--- src/rtl/multicycle_ctrl_pkg.sv ---
// Shared encodings for the multi-cycle controller: state codes, opcode/funct values,
// next-PC selects and datapath mux/ALU encodings.
package multicycle_ctrl_pkg;

  typedef enum logic [2:0] {
    ST_FETCH  = 3'd0,
    ST_DECODE = 3'd1,
    ST_EXE    = 3'd2,
    ST_MEM    = 3'd3,
    ST_WB     = 3'd4,
    ST_HALT   = 3'd7
  } state_t;

  typedef enum logic [3:0] {
    CL_ADDU,
    CL_SUBU,
    CL_JR,
    CL_ORI,
    CL_LUI,
    CL_LW,
    CL_SW,
    CL_BEQ,
    CL_J,
    CL_JAL,
    CL_ILLEGAL
  } instr_class_t;

  localparam logic [5:0] OP_RTYPE = 6'b000000;
  localparam logic [5:0] OP_ORI   = 6'b001101;
  localparam logic [5:0] OP_LUI   = 6'b001111;
  localparam logic [5:0] OP_LW    = 6'b100011;
  localparam logic [5:0] OP_SW    = 6'b101011;
  localparam logic [5:0] OP_BEQ   = 6'b000100;
  localparam logic [5:0] OP_J     = 6'b000010;
  localparam logic [5:0] OP_JAL   = 6'b000011;

  localparam logic [5:0] FN_ADDU  = 6'b100001;
  localparam logic [5:0] FN_SUBU  = 6'b100011;
  localparam logic [5:0] FN_JR    = 6'b001000;

  localparam logic [1:0] NPC_SEL_PC_ADD_4 = 2'b00;
  localparam logic [1:0] NPC_SEL_REG_JMP  = 2'b01;
  localparam logic [1:0] NPC_SEL_J_JMP    = 2'b10;
  localparam logic [1:0] NPC_SEL_BEQ_JMP  = 2'b11;

  localparam logic [1:0] REGDST_RT = 2'b00;
  localparam logic [1:0] REGDST_RD = 2'b01;
  localparam logic [1:0] REGDST_RA = 2'b10;

  localparam logic [1:0] EXT_ZERO = 2'b00;
  localparam logic [1:0] EXT_SIGN = 2'b01;
  localparam logic [1:0] EXT_LUI  = 2'b10;

  localparam logic [1:0] ALU_ADD = 2'b00;
  localparam logic [1:0] ALU_SUB = 2'b01;
  localparam logic [1:0] ALU_OR  = 2'b10;

  localparam logic [1:0] M2R_ALU = 2'b00;
  localparam logic [1:0] M2R_DM  = 2'b01;
  localparam logic [1:0] M2R_PC4 = 2'b10;

  function automatic logic is_rtype_class(instr_class_t cls);
    return (cls == CL_ADDU) || (cls == CL_SUBU);
  endfunction

endpackage

--- src/rtl/multicycle_ctrl_if.sv ---
// Controller <-> IFU/datapath bundle: instruction and flag in, enables and selects out.
interface multicycle_ctrl_if;
  logic [31:0] instruction;
  logic        zero;
  logic        IRWr;
  logic        PCWr;
  logic [1:0]  NPCSel;
  logic        RegWr;
  logic [1:0]  RegDst;
  logic [1:0]  ExtOp;
  logic        ALUSrc;
  logic [1:0]  ALUOp;
  logic        MemWr;
  logic [1:0]  MemtoReg;
  logic [2:0]  state;
  logic        illegal;

  modport master (
    input  instruction, zero,
    output IRWr, PCWr, NPCSel, RegWr, RegDst, ExtOp, ALUSrc, ALUOp,
           MemWr, MemtoReg, state, illegal
  );

  modport slave (
    output instruction, zero,
    input  IRWr, PCWr, NPCSel, RegWr, RegDst, ExtOp, ALUSrc, ALUOp,
           MemWr, MemtoReg, state, illegal
  );
endinterface

--- src/rtl/multicycle_ctrl_decode.sv ---
// Purely combinational opcode/funct classifier; anything not recognised is CL_ILLEGAL.
module multicycle_ctrl_decode
  import multicycle_ctrl_pkg::*;
(
  input  logic [5:0]   op,
  input  logic [5:0]   funct,
  output instr_class_t cls,
  output logic         illegal
);

  always_comb begin
    cls = CL_ILLEGAL;
    case (op)
      OP_RTYPE: begin
        case (funct)
          FN_ADDU: cls = CL_ADDU;
          FN_SUBU: cls = CL_SUBU;
          FN_JR:   cls = CL_JR;
          default: cls = CL_ILLEGAL;
        endcase
      end
      OP_ORI:  cls = CL_ORI;
      OP_LUI:  cls = CL_LUI;
      OP_LW:   cls = CL_LW;
      OP_SW:   cls = CL_SW;
      OP_BEQ:  cls = CL_BEQ;
      OP_J:    cls = CL_J;
      OP_JAL:  cls = CL_JAL;
      default: cls = CL_ILLEGAL;
    endcase
  end

  assign illegal = (cls == CL_ILLEGAL);

endmodule

--- src/rtl/multicycle_ctrl.sv ---
// Multi-cycle main controller: steps each IR through FETCH/DECODE/EXE/MEM/WB and
// writes the PC exactly once, in the instruction's final state.
//
//   state  | meaning
//   FETCH  | load IR from the IFU
//   DECODE | classify; jumps/jal/illegal retire here
//   EXE    | ALU operation; beq retires here
//   MEM    | data memory access; sw retires here
//   WB     | register write-back; ALU ops and lw retire here
//   HALT   | parked after an illegal opcode (trap mode) until reset
module multicycle_ctrl
  import multicycle_ctrl_pkg::*;
#(
  parameter bit ILLEGAL_TRAP = 1'b0
) (
  input  logic clk,
  input  logic reset,
  multicycle_ctrl_if.master bus
);

  state_t       state_q;
  state_t       state_d;
  instr_class_t cls;
  logic         dec_illegal;

  logic         irwr, pcwr, regwr, memwr, alusrc, ill, drive_alu;
  logic [1:0]   npc_sel, regdst, extop, aluop, memtoreg;
  logic [1:0]   alu_ext, alu_op;
  logic         alu_src;

  // Only opcode and funct steer control; the register/immediate fields belong to the datapath.
  logic         unused_instr_bits;
  assign unused_instr_bits = ^bus.instruction[25:6];

  multicycle_ctrl_decode u_decode (
    .op      (bus.instruction[31:26]),
    .funct   (bus.instruction[5:0]),
    .cls     (cls),
    .illegal (dec_illegal)
  );

  always_ff @(posedge clk) begin
    if (reset) state_q <= ST_FETCH;
    else       state_q <= state_d;
  end

  always_comb begin
    alu_ext = EXT_ZERO;
    alu_src = 1'b0;
    alu_op  = ALU_ADD;
    case (cls)
      CL_SUBU: alu_op = ALU_SUB;
      CL_ORI: begin
        alu_src = 1'b1;
        alu_op  = ALU_OR;
      end
      CL_LUI: begin
        alu_ext = EXT_LUI;
        alu_src = 1'b1;
        alu_op  = ALU_OR;
      end
      CL_LW, CL_SW: begin
        alu_ext = EXT_SIGN;
        alu_src = 1'b1;
      end
      CL_BEQ:  alu_op = ALU_SUB;
      default: ;
    endcase
  end

  always_comb begin
    state_d   = ST_FETCH;
    irwr      = 1'b0;
    pcwr      = 1'b0;
    npc_sel   = NPC_SEL_PC_ADD_4;
    regwr     = 1'b0;
    regdst    = REGDST_RT;
    memwr     = 1'b0;
    memtoreg  = M2R_ALU;
    ill       = 1'b0;
    drive_alu = 1'b0;
    extop     = EXT_ZERO;
    alusrc    = 1'b0;
    aluop     = ALU_ADD;

    case (state_q)
      ST_FETCH: begin
        irwr    = 1'b1;
        state_d = ST_DECODE;
      end
      ST_DECODE: begin
        case (cls)
          CL_J: begin
            pcwr    = 1'b1;
            npc_sel = NPC_SEL_J_JMP;
          end
          CL_JR: begin
            pcwr    = 1'b1;
            npc_sel = NPC_SEL_REG_JMP;
          end
          CL_JAL: begin
            pcwr     = 1'b1;
            npc_sel  = NPC_SEL_J_JMP;
            regwr    = 1'b1;
            regdst   = REGDST_RA;
            memtoreg = M2R_PC4;
          end
          CL_ILLEGAL: begin
            ill = dec_illegal;
            if (ILLEGAL_TRAP) state_d = ST_HALT;
            else              pcwr    = 1'b1;
          end
          default: state_d = ST_EXE;
        endcase
      end
      ST_EXE: begin
        drive_alu = 1'b1;
        if (cls == CL_BEQ) begin
          pcwr    = 1'b1;
          npc_sel = bus.zero ? NPC_SEL_BEQ_JMP : NPC_SEL_PC_ADD_4;
        end else if (cls == CL_LW || cls == CL_SW) begin
          state_d = ST_MEM;
        end else begin
          state_d = ST_WB;
        end
      end
      ST_MEM: begin
        // Keep the address path steady across the memory access.
        drive_alu = 1'b1;
        if (cls == CL_SW) begin
          memwr = 1'b1;
          pcwr  = 1'b1;
        end else begin
          state_d = ST_WB;
        end
      end
      ST_WB: begin
        drive_alu = 1'b1;
        regwr     = 1'b1;
        pcwr      = 1'b1;
        regdst    = is_rtype_class(cls) ? REGDST_RD : REGDST_RT;
        memtoreg  = (cls == CL_LW) ? M2R_DM : M2R_ALU;
      end
      ST_HALT: state_d = ST_HALT;
      default: state_d = ST_FETCH;
    endcase

    if (drive_alu) begin
      extop  = alu_ext;
      alusrc = alu_src;
      aluop  = alu_op;
    end
  end

  // Reset suppresses every side effect of the cycle it is asserted in.
  assign bus.IRWr     = irwr  & ~reset;
  assign bus.PCWr     = pcwr  & ~reset;
  assign bus.RegWr    = regwr & ~reset;
  assign bus.MemWr    = memwr & ~reset;
  assign bus.illegal  = ill   & ~reset;
  assign bus.NPCSel   = reset ? 2'b00 : npc_sel;
  assign bus.RegDst   = reset ? 2'b00 : regdst;
  assign bus.ExtOp    = reset ? 2'b00 : extop;
  assign bus.ALUSrc   = alusrc & ~reset;
  assign bus.ALUOp    = reset ? 2'b00 : aluop;
  assign bus.MemtoReg = reset ? 2'b00 : memtoreg;
  assign bus.state    = state_q;

endmodule

--- src/flat_wrapper.sv ---
// flat-port wrapper written by rule: the top's interface ports become plain ports
module multicycle_ctrl_flat import multicycle_ctrl_pkg::*;
#(
  parameter bit ILLEGAL_TRAP = 1'b0
)
  (clk, reset, bus_instruction, bus_zero, bus_IRWr, bus_PCWr, bus_NPCSel, bus_RegWr, bus_RegDst, bus_ExtOp, bus_ALUSrc, bus_ALUOp, bus_MemWr, bus_MemtoReg, bus_state, bus_illegal);
  multicycle_ctrl_if bus_i ();
  input  logic clk;
  input  logic reset;
  input wire logic [$bits(bus_i.instruction)-1:0] bus_instruction;
  input wire logic [$bits(bus_i.zero)-1:0] bus_zero;
  output wire logic [$bits(bus_i.IRWr)-1:0] bus_IRWr;
  output wire logic [$bits(bus_i.PCWr)-1:0] bus_PCWr;
  output wire logic [$bits(bus_i.NPCSel)-1:0] bus_NPCSel;
  output wire logic [$bits(bus_i.RegWr)-1:0] bus_RegWr;
  output wire logic [$bits(bus_i.RegDst)-1:0] bus_RegDst;
  output wire logic [$bits(bus_i.ExtOp)-1:0] bus_ExtOp;
  output wire logic [$bits(bus_i.ALUSrc)-1:0] bus_ALUSrc;
  output wire logic [$bits(bus_i.ALUOp)-1:0] bus_ALUOp;
  output wire logic [$bits(bus_i.MemWr)-1:0] bus_MemWr;
  output wire logic [$bits(bus_i.MemtoReg)-1:0] bus_MemtoReg;
  output wire logic [$bits(bus_i.state)-1:0] bus_state;
  output wire logic [$bits(bus_i.illegal)-1:0] bus_illegal;
  assign bus_i.instruction = bus_instruction;
  assign bus_i.zero = bus_zero;
  assign bus_IRWr = bus_i.IRWr;
  assign bus_PCWr = bus_i.PCWr;
  assign bus_NPCSel = bus_i.NPCSel;
  assign bus_RegWr = bus_i.RegWr;
  assign bus_RegDst = bus_i.RegDst;
  assign bus_ExtOp = bus_i.ExtOp;
  assign bus_ALUSrc = bus_i.ALUSrc;
  assign bus_ALUOp = bus_i.ALUOp;
  assign bus_MemWr = bus_i.MemWr;
  assign bus_MemtoReg = bus_i.MemtoReg;
  assign bus_state = bus_i.state;
  assign bus_illegal = bus_i.illegal;
  multicycle_ctrl #(.ILLEGAL_TRAP(ILLEGAL_TRAP)) u_core (.clk(clk), .reset(reset), .bus(bus_i));
endmodule
--- config.mk ---
export PLATFORM = sky130hd
export DESIGN_NAME = multicycle_ctrl_flat
export DESIGN_NICKNAME = d
export VERILOG_FILES = /design/src/rtl/multicycle_ctrl_pkg.sv /design/src/rtl/multicycle_ctrl_if.sv /design/src/rtl/multicycle_ctrl_decode.sv /design/src/rtl/multicycle_ctrl.sv /design/src/flat_wrapper.sv
export SDC_FILE = /design/constraint.sdc
export NUM_CORES = 1
export LEC_CHECK = 0
export CAP_MARGIN = 25
export CORE_ASPECT_RATIO = 1.4
export CORE_MARGIN = 2
export CORE_UTILIZATION = 36
export DETAILED_ROUTE_END_ITERATION = 7
export GPL_TIMING_DRIVEN = 0
export PLACE_DENSITY = 0.86
export SLEW_MARGIN = 20
export SYNTH_ARGS = -nofsm -noshare
export SYNTH_HDL_FRONTEND = slang
export SYNTH_SLANG_ARGS = --single-unit
--- constraint.sdc ---
create_clock -name clk -period 4 [get_ports clk]
set_clock_uncertainty 0.05 [all_clocks]
set_input_delay 0.8 -clock clk [delete_from_list [all_inputs] [get_ports clk]]
set_output_delay 0.8 -clock clk [all_outputs]
set_load 0.01 [all_outputs]
### Word-level counts from Yosys, hierarchy flattened

Cells that the tools add are included.

| word-level totals | value |
|---|---|
| register bits | 3 |
| bits in latches | 0 |
| RAM bits | 0 |
| bits in read-only memories | 0 |
| input bits | 35 |
| output and inout port bits | 19 |
| logic and storage cells | 83 |
| memories | 0 |

| operators by class | value |
|---|---|
| $add $sub $neg | 0 |
| multiply operators | 0 |
| div/mod/pow operators | 0 |
| order comparisons | 0 |
| eq/ne operators | 25 |
| shift-type cells | 0 |
| multiplexer cells | 38 |
| bitwise logic cells | 7 |
| reductions and logical operators | 12 |

Operators with widths:

| kind | count |
|---|---|
| $pmux W4 S8 | 1 |
| $eq A6 B6 Y1 const B | 4 |
| $pmux W2 S2 | 6 |
| $mux W2 | 11 |
| $eq A6 B4 Y1 const B | 3 |
| $eq A4 B3 Y1 const B | 4 |
| $pmux W3 S5 | 1 |
| $mux W1 | 13 |
| $eq A4 B4 Y1 const B | 3 |
| $eq A6 B2 Y1 const B | 2 |
| $pmux W4 S3 | 1 |
| $mux W3 | 3 |
| $eq A4 B2 Y1 const B | 2 |
| $reduce_or A2 Y1 | 4 |
| $reduce_or A4 Y1 | 2 |
| $and A1 B1 Y1 | 6 |
| $eq A3 B2 Y1 const B | 2 |
| $eq A3 B3 Y1 const B | 2 |
| $eq A6 B3 Y1 const B | 1 |
| $logic_not A6 Y1 | 1 |
| $eq A4 B1 Y1 const B | 1 |
| $logic_not A4 Y1 | 1 |
| $pmux W1 S4 | 1 |
| $eq A3 B1 Y1 const B | 1 |
| 5 further kinds | 6 |

### Depth between registers and ports, before layout

| depth | value |
|---|---|
| depth after elaboration | 8 |
| gate-level depth with buffers | 7 |
| gate-level depth less buffers | 5 |

### Cells and area by module

A second synthesis with hierarchy kept.

| unflattened totals | value |
|---|---|
| cell total of the unflattened synthesis | 107 |
| area, all modules | 748.2 µm² |

Modules (own cells, without submodules):

| module | instances | cells each | area an instance (µm²) | sequential area each (µm²) |
|---|---|---|---|---|
| multicycle_ctrl | 1 | 75 | 544.3 | 60.1 |
| multicycle_ctrl_decode | 1 | 32 | 203.9 | 0.0 |

### Least setup slack after synthesis

Ideal clock, no wire load.

| path | value |
|---|---|
| kind | input-to-output |
| start | in bus_instruction[31] |
| end | out bus_RegDst[1] |
| arrival time | 2429 ps |
| setup slack | 721 ps |
| stages | 7 |
| cell sequence | buf_2 -> or3_1 -> a211oi_2 -> o31a_1 -> o31ai_2 -> nor3_1 -> buf_4 |

| on the way | value |
|---|---|
| longest elaborated chain between the ends | 6 |
| elaborated cells between the ends (all ways) | 13 |
| classes of those cells | eq/ne: 8; mux: 4; reduce/logical: 1 |

Ends and longest elaborated chain:

| element | line | text |
|---|---|---|
| start, declared | flat_wrapper.sv:10 | `input wire logic [$bits(bus_i.instruction)-1:0] bus_instruction;` |
| $eq A6 B2 Y1 (tied with other cells) | multicycle_ctrl_decode.sv:13 | `case (op)` |
| $pmux W4 S8 * | multicycle_ctrl_decode.sv:13 |  |
| $eq A4 B4 Y1 * | multicycle_ctrl.sv:92 | `case (cls)` |
| $mux W2 * | multicycle_ctrl.sv:92 |  |
| $pmux W2 S2 * | multicycle_ctrl.sv:86 | `case (state_q)` |
| $mux W2 * | multicycle_ctrl.sv:162 | `assign bus.RegDst = reset ? 2'b00 : regdst;` |
| end, declared | flat_wrapper.sv:16 | `output wire logic [$bits(bus_i.RegDst)-1:0] bus_RegDst;` |

Mark *: on every way between the ends. The rest lies on a longest branch, timed or not.

### Worst setup path in the final report

| path | value |
|---|---|
| start | in bus_instruction[26] |
| end | out bus_ALUOp[1] |

| on the way | value |
|---|---|
| longest elaborated chain between the ends | 7 |
| elaborated cells between the ends (all ways) | 18 |
| classes of those cells | eq/ne: 11; mux: 4; reduce/logical: 3 |

Ends and longest elaborated chain:

| element | line | text |
|---|---|---|
| $eq A6 B2 Y1 (tied with other cells) | multicycle_ctrl_decode.sv:13 |  |
| $pmux W4 S8 * | multicycle_ctrl_decode.sv:13 |  |
| $eq A4 B1 Y1 (tied with other cells) | multicycle_ctrl.sv:51 | `case (cls)` |
| $reduce_or A2 Y1 (no line) | n/a |  |
| $pmux W2 S2 * | multicycle_ctrl.sv:51 |  |
| $mux W2 * | multicycle_ctrl.sv:148 | `if (drive_alu) begin` |
| $mux W2 * | multicycle_ctrl.sv:165 | `assign bus.ALUOp = reset ? 2'b00 : aluop;` |
| end, declared | flat_wrapper.sv:19 | `output wire logic [$bits(bus_i.ALUOp)-1:0] bus_ALUOp;` |

Marked as above.

==> impl_metrics.csv <==
group,metric,value,unit
setup_path,path_cells,"clkdlybuf4s50_1 -> buf_6 -> or3_4 -> a21oi_2 -> o21ai_1 -> or4_4 -> a21oi_2 -> dlygate4sd2_1",
finish,final_area,0.00130,sq mm
sta,setup_violations,0,
global_routing,grt_pass1_vias,898,
synthesis,ys_ff_latch,3,
floorplan,dieWidth,43.8,um
floorplan,start_util,0.375,
setup_path,endpoint_kind,"output pin",
sta,max_slew_margin,0.685,
routing,drt_wl_total,2600,um
clock_network,cts_root_buffer,"clkbuf_4",
setup_path,cp.buffers_inverters,3,
finish,drive_above_1_share,0.210,
sta,slew_viol_final,0,
finish,largest_register_ffs,3,
setup_path,critPathLaunchType,"input port",
placement,dp_hpwl,1870,um
clock_network,htree_levels,1,
synthesis,ys_warn_count,0,
setup_path,arrival,3050,ps
placement,dp_slack,-229,ps
global_routing,grt_max_degree,11,
global_routing,grt_pass1_wl,3760,um
routing,routed_via_density,5.88,
routing,first_pass_iters,4,
synthesis,synth.area.top_cells,"dfxtp_1 7.5%, nor2_1 5.6%, nand2b_1 4.7%",
synthesis,synth_top_area_frac,0.0752,
worst_hold_path,hp-class,"flip-flop to flip-flop",
routing,drtIter0Drc,48,
synthesis,syn-num-nets,155,
routing,drc,0,
finish,final_cells,179,
global_routing,grt.total_usage,0.186,
clock_network,cts_tree,"done",
setup_path,ff2ff_path_depth,4,
setup_path,cp.required,3150,ps
placement,place.port_buffers,31,
synthesis,syn_area,798,sq um
setup_path,path_max_fanout,10,
synthesis,avgSynthCellArea,6.65,sq um
floorplan,core_area,0.00213,sq mm
finish,area_delta_synth_final,63.3,%
flow_run,maxCapViolCount,0,
synthesis,synth_cells,120,
clock_network,clock-sinks,3,
synthesis,yosysTopAreaCell,"dfxtp_1",
sta,clock.fmax,256,MHz
floorplan,io_pins,54,
finish,fin_nets,193,
clock_network,clk_latency,240,ps
global_routing,antenna_found_initial,0,
sta,fin_worst_hold_slack,699,ps
status,outcome,"completed",
sta,fin_crit_sh,0.975,
setup_path,rrSetupSlack,2680,ps
synthesis,ys_seq_area_frac,0.0752,
setup_path,crit_type,"input port to output pin",
synthesis,synth_ff_type,"dfxtp_1",
setup_path,crit_cells,8,
global_routing,gr-total-overflow,0,
floorplan,design.die.area,0.00262,sq mm
routing,vias,1053,
finish,antenna_cells,0,
sta,hold_viol_final,0,
setup_path,path_delay_family,"simple AND/OR/NAND/NOR gates",
finish,fillers,186,
clock_network,cts_buffer_depth,2,
setup_path,slowest_stage,"or4_4",
synthesis,ys_types,46,
placement,gp_congestion,0.898,
clock_network,clkTransAtPathRegs,40,ps
floorplan,die_h,59.7,um
synthesis,synth_edf_count,0,
power,power.leakage,0.591,nW
placement,dp_cells,173,
clock_network,cts_buffers,3,
power,power_per_cell_area,134,mW/mm^2
routing,wire_per_inst,14.5,um
setup_path,r2r-end,"u_core.bus.state[1]$_SDFF_PP0_",
sta,period_needed,3900,ps
setup_path,critPathMostFrequentCell,"a21oi_2",
floorplan,rows,20,
setup_path,cp-endpoint,"bus_ALUOp[1]",
setup_path,cpPeakStageDelay,530,ps
setup_path,reg2reg_from,"u_core.bus.state[2]$_SDFF_PP0_",
power,ir_drop,0.0720,mV
sta,tightest_slew,472,ps
sta,setup_ws,99.0,ps
power,power.total,0.174,mW
placement,place_area,0.00114,sq mm
routing,ant_nets,0,
synthesis,async_flop_share,0,
setup_path,crit_start,"bus_instruction[26]",
worst_hold_path,min_path_cells,3,
clock_network,hold_buffers,0,
synth_stat cells, drive strengths merged, types with 2 or more instances:
library cell,instances
clkbuf,5
nand3,6
dfxtp,3
a21oi,8
nor4,4
nor3b,3
and2,4
nor2b,3
nand2,7
buf,6
and3,3
a211oi,3
inv,4
o31ai,2
or3,3
nor3,7
or2,4
a31oi,3
o21ai,5
nand4b,2
nor2,12
xnor2,2
nand2b,6
nand4,2
power by group:
group | internal (mW) | switching (mW) | total (mW) | leakage [nW]
clock | 0.0375 | 0.0176 | 0.0551 | 0.0150
combinational | 0.0412 | 0.0453 | 0.0866 | 0.551
sequential | 0.0312 | 0.00157 | 0.0328 | 0.0245
logic make-up after synthesis:
group,share of synthesized area
flip-flops,0.0752
AO/OA/AOI/OAI,0.259
XOR/XNOR,0.0219
AND/OR/NAND/NOR,0.550
buffers and inverters,0.0940
metal layers:
metal,vias to the layer above,share of wire,track usage
met5,-,0,0
met4,0,0.018,0.108
met3,4,0.036,0.00906
met2,42,0.55,0.338
met1,497,0.40,0.208
li1,510,-,-
metrics by stage:
step | TNS [ps] | utilization
after CTS | -33.5 | 0.560
after global routing | -31.8 | 0.613
after floorplan | 0 | -
after detailed placement | -819 | 0.534
final | 0 | 0.613
after global placement | -647 | 0.534
final cells by class:
| cell class | instances | area (sq um) | share of cell area |
|---|---|---|---|
| repair buffers | 33 | 335 | 0.257 |
| clock buffers | 4 | 26.3 | 0.0202 |
| inverters | 4 | 15.0 | 0.0115 |
| well taps | 22 | 27.5 | 0.0211 |
| flip-flops and latches | 3 | 60.1 | 0.0461 |
| plain buffers | 11 | 65.1 | 0.0499 |
| multi-input cells | 102 | 774 | 0.594 |
how the worst min path moves through the flow:
stage                                               from                        endpoint
final                     u_core.bus.state[0]$_SDFF_PP0_  u_core.bus.state[0]$_SDFF_PP0_
after global routing                               reset  u_core.bus.state[0]$_SDFF_PP0_
after CTS                 u_core.bus.state[0]$_SDFF_PP0_  u_core.bus.state[0]$_SDFF_PP0_
after detailed placement  u_core.bus.state[0]$_SDFF_PP0_  u_core.bus.state[1]$_SDFF_PP0_
after global placement    u_core.bus.state[0]$_SDFF_PP0_  u_core.bus.state[1]$_SDFF_PP0_
after floorplan           u_core.bus.state[0]$_SDFF_PP0_  u_core.bus.state[1]$_SDFF_PP0_
worst min-delay path: stages, from the launching register on:
cell and delay, ps:
dfxtp_1 350, and2_1 160, a21oi_1 140, nor2_1 50
what timing repair did:
action                     CTS  global route
setup buffers                1             1
setup endpoints to repair    7             6
resized for setup            9            20
pin swaps                    1             3
layout by cell type, fill, tap and decap left out, drive strengths merged, types with 3 or more instances in the layout:
| cell type | n |
|---|---|
| or3 | 3 |
| dlygate4sd2 | 4 |
| nand2b | 6 |
| nand3 | 6 |
| nor2b | 3 |
| nor2 | 12 |
| clkbuf | 9 |
| clkdlybuf4s50 | 21 |
| a21oi | 8 |
| and3 | 3 |
| dlymetal6s2s | 6 |
| nor3b | 3 |
| nor4 | 4 |
| nor3 | 7 |
| buf | 8 |
| a31oi | 3 |
| a211oi | 3 |
| dfxtp | 3 |
| o21ai | 5 |
| and2 | 4 |
| nand2 | 7 |
| inv | 4 |
| or2 | 4 |
Note: power is estimated with default switching activity, not from simulation.
